--- src/rtl/matrix_host_port_pkg.sv ---
// matrix_host_port_pkg
//   Shared types and constants for the 2x2 matrix multiplier host port:
//   FSM state encoding, default element/result widths and the slot
//   packing helper used by both the operand loader and the result
//   serializer.
package matrix_host_port_pkg;

  localparam int ELEM_W  = 3;  // operand element width
  localparam int RES_W   = 6;  // result entry width
  localparam int N_ELEMS = 4;  // entries per 2x2 matrix

  typedef enum logic [1:0] {
    LOAD   = 2'd0,
    START  = 2'd1,
    WAIT   = 2'd2,
    UNLOAD = 2'd3
  } state_t;

  // LSB position of slot k in a word packed from w-bit entries
  // (slot 0 in the least significant bits).
  function automatic int slot_lsb(input int k, input int w);
    return k * w;
  endfunction

endpackage

--- src/rtl/matrix_host_port_result_serializer.sv ---
// result_serializer
//   Holds the captured multiplier result and streams it out one entry at
//   a time, entry 0 first.
//   Ports:
//     clock, reset     clock / async active-low reset
//     capture          load cap_data into the result register, rewind index
//     cap_data         packed result, entry k at [RES_W*k +: RES_W]
//     active           owner FSM is in its unload state (drives out_valid)
//     out_ready        consumer accepts the current entry
//     out_data         current entry, held while not accepted
//     last             handshake on the final entry this cycle
module result_serializer
  import matrix_host_port_pkg::*;
#(
  parameter int RES_W   = matrix_host_port_pkg::RES_W,
  parameter int N_ELEMS = matrix_host_port_pkg::N_ELEMS
) (
  input  logic                     clock,
  input  logic                     reset,
  input  logic                     capture,
  input  logic [RES_W*N_ELEMS-1:0] cap_data,
  input  logic                     active,
  input  logic                     out_ready,
  output logic [RES_W-1:0]         out_data,
  output logic                     last
);

  localparam int IW = $clog2(N_ELEMS);

  logic [RES_W*N_ELEMS-1:0] result;
  logic [IW-1:0]            res_idx;
  logic                     fire;

  assign fire     = active && out_ready;
  assign last     = fire && (res_idx == IW'(N_ELEMS - 1));
  // Index only moves on a handshake, so the entry is stable under stall.
  assign out_data = result[slot_lsb(int'(res_idx), RES_W) +: RES_W];

  always_ff @(posedge clock or negedge reset) begin
    if (!reset) begin
      result  <= '0;
      res_idx <= '0;
    end else if (capture) begin
      result  <= cap_data;
      res_idx <= '0;
    end else if (fire) begin
      res_idx <= last ? '0 : res_idx + IW'(1);
    end
  end

endmodule

--- src/rtl/matrix_host_port.sv ---
// matrix_host_port
//   Host front end for the 2x2 matrix multiplier. Collects eight serial
//   elements (A0..A3, B0..B3) into packed operand words, pulses mm_start,
//   waits LATENCY cycles, captures mm_result and returns its four entries
//   over an output valid/ready stream.
//   Ports:
//     clock, reset            clock / async active-low reset
//     in_valid/in_data/in_ready     element input stream
//     mm_matrix_A/B           packed operands, element k at [ELEM_W*k +: ELEM_W]
//     mm_start                one-cycle start pulse to the multiplier
//     mm_result               multiplier result, entry k at [RES_W*k +: RES_W]
//     out_valid/out_data/out_ready  result entry output stream
//     busy                    job in flight or partially loaded
//     job_count               completed jobs, mod 16
module matrix_host_port
  import matrix_host_port_pkg::*;
#(
  parameter int ELEM_W  = matrix_host_port_pkg::ELEM_W,
  parameter int RES_W   = matrix_host_port_pkg::RES_W,
  parameter int N_ELEMS = matrix_host_port_pkg::N_ELEMS,
  parameter int LATENCY = 8
) (
  input  logic                      clock,
  input  logic                      reset,
  input  logic                      in_valid,
  input  logic [ELEM_W-1:0]         in_data,
  output logic                      in_ready,
  output logic [ELEM_W*N_ELEMS-1:0] mm_matrix_A,
  output logic [ELEM_W*N_ELEMS-1:0] mm_matrix_B,
  output logic                      mm_start,
  input  logic [RES_W*N_ELEMS-1:0]  mm_result,
  output logic                      out_valid,
  output logic [RES_W-1:0]          out_data,
  input  logic                      out_ready,
  output logic                      busy,
  output logic [3:0]                job_count
);

  localparam int SW = $clog2(N_ELEMS);  // slot index width within one matrix
  localparam int CW = SW + 1;           // elem_cnt spans A and B
  localparam int WW = (LATENCY > 1) ? $clog2(LATENCY) : 1;

  state_t        state;
  logic [CW-1:0] elem_cnt;
  logic [WW-1:0] wait_cnt;
  logic          capture;
  logic          last;
  logic [SW-1:0] slot;
  logic          to_b;

  // Handshake flags decode from state only; no input feeds through.
  assign in_ready  = (state == LOAD);
  assign out_valid = (state == UNLOAD);
  assign busy      = (state != LOAD) || (elem_cnt != '0);
  // Last WAIT cycle: mm_result is valid LATENCY cycles after mm_start.
  assign capture   = (state == WAIT) && (wait_cnt == WW'(LATENCY - 1));

  // Upper elem_cnt bit selects B; low bits are the slot within the matrix.
  assign slot = elem_cnt[SW-1:0];
  assign to_b = elem_cnt[SW];

  always_ff @(posedge clock or negedge reset) begin
    if (!reset) begin
      state       <= LOAD;
      elem_cnt    <= '0;
      wait_cnt    <= '0;
      mm_matrix_A <= '0;
      mm_matrix_B <= '0;
      mm_start    <= 1'b0;
      job_count   <= '0;
    end else begin
      mm_start <= 1'b0;
      case (state)
        LOAD: begin
          if (in_valid) begin
            if (to_b) mm_matrix_B[slot_lsb(int'(slot), ELEM_W) +: ELEM_W] <= in_data;
            else      mm_matrix_A[slot_lsb(int'(slot), ELEM_W) +: ELEM_W] <= in_data;
            if (elem_cnt == CW'(2 * N_ELEMS - 1)) begin
              elem_cnt <= '0;
              mm_start <= 1'b1;  // registered: high for the single START cycle
              state    <= START;
            end else begin
              elem_cnt <= elem_cnt + CW'(1);
            end
          end
        end
        START: begin
          wait_cnt <= '0;
          state    <= WAIT;
        end
        WAIT: begin
          if (capture) state    <= UNLOAD;
          else         wait_cnt <= wait_cnt + WW'(1);
        end
        UNLOAD: begin
          if (last) begin
            job_count <= job_count + 4'd1;
            state     <= LOAD;
          end
        end
        default: state <= LOAD;
      endcase
    end
  end

  result_serializer #(
    .RES_W   (RES_W),
    .N_ELEMS (N_ELEMS)
  ) u_ser (
    .clock     (clock),
    .reset     (reset),
    .capture   (capture),
    .cap_data  (mm_result),
    .active    (out_valid),
    .out_ready (out_ready),
    .out_data  (out_data),
    .last      (last)
  );

endmodule

--- config.mk ---
export PLATFORM = sky130hd
export DESIGN_NAME = matrix_host_port
export DESIGN_NICKNAME = d
export VERILOG_FILES = /design/src/rtl/matrix_host_port_pkg.sv /design/src/rtl/matrix_host_port_result_serializer.sv /design/src/rtl/matrix_host_port.sv
export SDC_FILE = /design/constraint.sdc
export NUM_CORES = 1
export LEC_CHECK = 0
export CORE_MARGIN = 4
export CORE_UTILIZATION = 54
export DETAILED_ROUTE_END_ITERATION = 10
export PLACE_DENSITY = 0.85
export SETUP_SLACK_MARGIN = 0.05
export SYNTH_ARGS = -nofsm -noshare
export SYNTH_HDL_FRONTEND = slang
export SYNTH_HIERARCHICAL = 1
export SYNTH_SLANG_ARGS = --single-unit
--- constraint.sdc ---
create_clock -name clock -period 4.7 [get_ports clock]
set_input_delay 0.47 -clock clock [delete_from_list [all_inputs] [get_ports clock]]
set_output_delay 0.47 -clock clock [all_outputs]
set_load 0.02 [all_outputs]
==> run summary, run 1 <==
Yosys warns: 6
Largest net degree at the start of global routing: 64
Sum Neg Setup Slack: 0 ns
Initial antenna violation count: 0
Remaining DRCs: 0
TritonCTS clock tree: done
CTS Buf Count: 9
CP arrival: 2.08 ns
Die width: 82.2 µm
Routed vias: 1,925
Syn_nets: 260
Post-Route WL: 5930 µm
Crit-path max FO: 9
Slew headroom: 26.0%
Final Max Slew Viols: 0
Clk sinks: 63
Height of the die: 82.2 µm
Critical path depth in cells: 2
Top-level port count: 69
Final setup vio count: 0
First drt pass iteration count: 4
CP Launch Type: register
RSZ-0062 raised after global routing: false
Syn-to-layout area delta: 30.5%
CTS root buffer: clkbuf_8
Post-CTS sizing: 0
NetSw: 0.773 mW
Dpl hpwl: 4340 µm
Pwr per Cell Area: 582 nW/µm²
Comb pwr share: 40.8%
Sw Ratio: 34.2%
Tot GR Track Use: 19.4%
Max-Cap Viols: 0
Power after layout: 2.26 mW
Commonest non-fill, non-tap cells in the layout: clkdlybuf4s50_1, dfrtp_1, mux2_2, nand2_1, ha_1
Wire per inst: 16.4 µm
Antenna Cells: 0
Achievable frequency: 0.392 GHz
First-pass GRT wire length: 9630 µm
Max incr delay on CP: 0.61 ns
CP delay by family, top: flip-flops
Synth Register Bits: 63
Post-Place Setup Slack: 2.41 ns
Maximum vdd drop: 0.382 mV
Core Area: 5240 µm²
Starting Density: 56.8%
Shortest period the worst path allows: 2.55 ns
Vias/cell: 5.32
Cells after Synth: 214
Initial DRC count: 112
CTS max path bufs: 2
Mapped Area: 2980 µm²
Commonest register cell after synthesis: dfrtp_1
Number of flops mapped to enable cells by yosys: 0
Period utilization: 54.3%
Worst-path clk slew: 0.07 ns
ANT nets after route: 0
# hold bufs at CTS: 0
Layout cells sized above 1: 25.3%
Worst hold margin: 0.273 ns
I/O Buffers: 68
Worst EP required: 4.23 ns
Syn avg cell area: 13.9 µm²
Routability cong.: 0.768
R2R cell count: 4
Worst path cell trace: mux4_2 -> clkdlybuf4s50_1
Commonest non-fill, non-tap cell in the layout: clkdlybuf4s50_1
Grt total ovfl: 0
Worst setup EP type: output port
Worst skew pair latency: 0.34 ns
Status: completed
Vias in the first global route: 2,061
Slowest CP cell: dfrtp_1
Die area: 6760 µm²
Crit path buf inv count: 1
Internal: 1.49 mW
Worst slew pin tran: 1.11 ns
Final Skew: 0.00690 ns
Seq/Total Area, Yosys: 53.0%
Total Nets Final: 334
Rows: 26
Share of flip-flops with an asynchronous set or reset: 100%
Filler cells: 346
Hold Vio Cnt, Final: 0
Path type of the worst min-delay path: in -> async
Cell variety after synth: 34
WS Path Type: reg -> out
Setup Buffers After CTS: 0
Clk network pwr share: 20.6%
Sequential share of power: 38.6%
Final WS setup: 2.15 ns
Leak Pwr: 1.80 nW
H-Tree Depth: 3
flip-flops by register name (all words and copies together) (netlist names):
| signal | cells |
|---|---|
| u_ser/result | 24 |
| u_ser/res_idx | 2 |
| state | 2 |
| elem_cnt | 3 |
| mm_matrix_A | 12 |
| mm_start | 1 |
| wait_cnt | 3 |
| mm_matrix_B | 12 |
| job_count | 4 |
power groups by stage:
stage | clock [mW] | combinational [mW] | sequential (mW)
after global placement | 0 | 0.892 | 0.870
after detailed placement | 0 | 0.926 | 0.881
after global routing | 0.509 | 1.00 | 0.896
final | 0.466 | 0.922 | 0.871
after CTS | 0.479 | 0.931 | 0.873
after floorplan | 0 | 0.541 | 0.913
path summary, 6_finish.rpt:
path,from,to,slack [ns]
min in group clock,job_count[3],job_count[3],0.47
worst max-delay path,u_ser/res_idx[0],out_data[3],2.15
worst min register to register,job_count[3],job_count[3],0.47
max in group asynchronous,reset,mm_matrix_B[0],3.89
worst min-delay path,reset,u_ser/result[4],0.27
worst max register to register,state[0],u_ser/result[7],2.37
layout make-up:
class / instances / area (µm²) / area share (%)
flip-flops and latches: 63 / 1580 / 40.6
multi-input cells: 140 / 1320 / 34.0
repair buffers: 69 / 683 / 17.6
clock buffers: 11 / 151 / 3.90
well taps: 70 / 87.6 / 2.26
clock inverters: 4 / 45.0 / 1.16
inverters: 5 / 18.8 / 0.483
routing by layer:
metal	GRT usage (%)	vias up	share of wire, %
met5	0	-	0
li1	-	916	-
met2	32.4	37	52
met1	23.2	962	42
met3	4.45	10	3.7
met4	10.6	0	1.8
through the flow:
step                instances  util [%]  instance area (µm²)
floorplan                 214         -                 2980
global placement          347      70.4                 3690
detailed placement        347      70.4                 3690
CTS                       362      74.2                 3880
global route              362      74.2                 3880
finish                    362      74.2                 3880
synthesized netlist by cell type, drive strengths merged (2+ instances only):
cell type | count | area (µm²)
a21bo | 2 | 20.0
a21oi | 2 | 10.0
a22o | 2 | 17.5
and2 | 7 | 43.8
and3 | 2 | 12.5
and3b | 2 | 17.5
buf | 6 | 60.1
dfrtp | 63 | 1580
ha | 15 | 188
inv | 5 | 18.8
mux2 | 46 | 529
mux4 | 6 | 135
nand2 | 17 | 68.8
nand2b | 2 | 12.5
nand3 | 4 | 20.0
nand3b | 2 | 15.0
nand4 | 4 | 25.0
nand4b | 2 | 17.5
nor2 | 3 | 11.3
nor3b | 2 | 20.0
nor4b | 2 | 30.0
o21ai | 10 | 50.1
xnor2 | 3 | 26.3
cells by family (layout without fill, tap and decap cells):
family,after synthesis,in the layout,share of synthesized area [%]
flip-flops,63,63,53.0
multiplexers,52,52,22.3
AND/OR/NAND/NOR,51,51,10.5
AO/OA/AOI/OAI,18,18,4.12
adder cells (fa/ha/maj),15,15,6.31
buffers and inverters,11,89,2.65
XOR/XNOR,4,4,1.18
Note: power is estimated with default switching activity, not from simulation.
==> run 2: changes to the inputs <==
CORE_UTILIZATION = 50   (was 54)
PLACE_DENSITY = 0.8   (was 0.85)
clock period = 2.5 ns   (was 4.7 ns; I/O delays follow)
==> run 2 against run 1 <==
Compared with the run above: worst hold slack improved by 0.19 ns; non-clock buffer count rose by 2; power rose by 89%; final area rose by 1.2%; critical endpoint unchanged; sequential power rose by 87%; highest routed layer unchanged; final cell count rose by 1.4%.
==> run summary, run 2 (synthesis gave the netlist of run 1 again) <==
Status: completed
Worst slew pin tran: 0.657 ns (-0.452 ns)
Die width: 85.2 µm (+3.5%)
Crit-path max FO: 9 (unchanged)
Max incr delay on CP: 0.57 ns (-0.04 ns)
ANT nets after route: 0 (unchanged)
Worst skew pair latency: 0.33 ns (about the same)
CTS root buffer: clkbuf_8
Worst path cell trace: mux4_2 -> clkdlybuf4s50_1
Hold Vio Cnt, Final: 0 (unchanged)
Maximum vdd drop: 0.759 mV (+99%)
Commonest non-fill, non-tap cell in the layout: clkdlybuf4s50_1
Dpl hpwl: 4250 µm (-2.0%)
WS Path Type: reg -> out
Top-level port count: 69 (unchanged)
Leak Pwr: 1.82 nW (+0.97%)
Worst EP required: 2.25 ns (-1.98 ns)
First-pass GRT wire length: 9890 µm (+2.6%)
H-Tree Depth: 3 (unchanged)
Rows: 27 (+3.8%)
Area after DPL: 3710 µm² (+0.61%)
Syn-to-layout area delta: 32.0%
Routed vias: 1,931 (+0.31%)
Top reg by flops: u_ser/result
Clk sinks: 63 (unchanged)
Largest registers: u_ser/result (24), mm_matrix_A (12), mm_matrix_B (12)
Pwr per Cell Area: 1080 nW/µm² (+86%)
Tot GR Track Use: 17.6% (-1.8 points)
CTS max path bufs: 2 (unchanged)
Vias/cell: 5.26 (-1.1%)
Non-Filler Instances: 367 (+1.4%)
Initial DRC count: 32 (-71%)
Max reg flops: 24 (unchanged)
Period utilization: 88.6%
Grt total ovfl: 0 (unchanged)
Slowest CP cell: clkdlybuf4s50_1
Max-Cap Viols: 0 (unchanged)
Final setup vio count: 0 (unchanged)
Internal: 2.83 mW (+90%)
Initial antenna violation count: 0 (unchanged)
Final Max Slew Viols: 0 (unchanged)
Commonest non-fill, non-tap cells in the layout: clkdlybuf4s50_1, dfrtp_1, mux2_2, nand2_1, ha_1
Shortest period the worst path allows: 2.21 ns
Wire per inst: 15.7 µm (-4.3%)
Starting Density: 52.8% (-4.1 points)
Die area: 7250 µm² (+7.2%)
Layout cells sized above 1: 25.8% (+0.42 points)
Sequential share of power: 38.3% (-0.3 points)
CP Launch Type: register
Crit path buf inv count: 1 (unchanged)
CTS Buf Count: 9 (unchanged)
Achievable frequency: 0.452 GHz
Sum Neg Setup Slack: 0 ns (unchanged)
Sw Ratio: 33.6% (-0.62 points)
TritonCTS clock tree: done
Slew headroom: 56.2% (+30 points)
NetSw: 1.43 mW (+85%)
CP arrival: 1.96 ns (-0.12 ns)
CP delay by family, top: buffers and inverters
Post-layout util: 69.7% (-4.5 points)
First drt pass iteration count: 4 (unchanged)
I/O Buffers: 68 (unchanged)
Core Area: 5640 µm² (+7.7%)
Setup Buffers After CTS: 0 (unchanged)
RSZ-0062 raised after global routing: false
Placed insts: 350 (+0.86%)
Height of the die: 85.2 µm (+3.5%)
Clk network pwr share: 21.3% (+0.7 points)
Antenna Cells: 0 (unchanged)
Total Nets Final: 336 (+0.60%)
Comb pwr share: 40.4% (-0.4 points)
Post-Route WL: 5750 µm (-3.0%)
Remaining DRCs: 0 (unchanged)
Final Cell Area: 3930 µm² (+1.2%)
Worst setup EP type: output port
Path type of the worst min-delay path: reg -> reg
Worst hold margin: 0.466 ns (+0.193 ns)
Routability cong.: 0.773 (+0.72%)
Worst-path clk slew: 0.06 ns (about the same)
Final Skew: 0.00441 ns (-0.00249 ns)
Largest net degree at the start of global routing: 36 (-44%)
Vias in the first global route: 2,016 (-2.2%)
-- run 2: changes by cell type in the layout (fill, tap and decap cells not counted), sizes merged --
cell         delta
buf             +1
clkbuf          +2
clkinv          -1
dlygate4sd3     +1
-- run 2: metrics by stage --
step	setup WS, ns	power [mW]
floorplan	0.778	2.73
global placement	0.493	3.32
detailed placement	0.460	3.39
CTS	0.0839	4.31
global route	0.208	4.54
finish	0.286	4.26
-- run 2: per-layer routing --
layer / track usage [%] / wire length (µm) / up-vias
li1: - / - / 926
met3: 3.88 / 215 / 11
met2: 28.2 / 2810 / 37
met5: 0 / 0 / -
met1: 22.4 / 2600 / 957
met4: 9.21 / 132 / 0
-- run 2: worst paths after layout --
path	start	end	slack [ns]	cells past startpoint
setup / recovery	u_ser/res_idx[0]	out_data[3]	0.29	2
hold / removal	job_count[3]	job_count[3]	0.47	1
setup reg to reg	elem_cnt[0]	mm_matrix_A[8]	0.61	5
hold reg to reg	job_count[3]	job_count[3]	0.47	1
max in group asynchronous	reset	mm_matrix_A[1]	1.39	3
min in group asynchronous	reset	u_ser/result[16]	0.50	2
-- run 2: what timing repair did --
item	CTS	global route
resized for setup	0	1
hold buffers	1	0
hold endpoints to repair	28	0
endpoints found under the setup margin	0	3
-- run 2: final cells by class --
class | instances | area [µm²]
clock buffers | 13 | 169
clock inverters | 3 | 40.0
fillers | 414 | 1710
inverters | 5 | 18.8
multi-input cells | 140 | 1320
flip-flops and latches | 63 | 1580
well taps | 72 | 90.1
repair buffers | 71 | 713
-- run 2: power groups by stage --
stage / combinational, mW / sequential, mW / clock [mW]
after global routing: 1.88 / 1.69 / 0.971
after CTS: 1.74 / 1.64 / 0.926
final: 1.72 / 1.63 / 0.906
after floorplan: 1.02 / 1.72 / 0
after global placement: 1.68 / 1.64 / 0
after detailed placement: 1.73 / 1.66 / 0
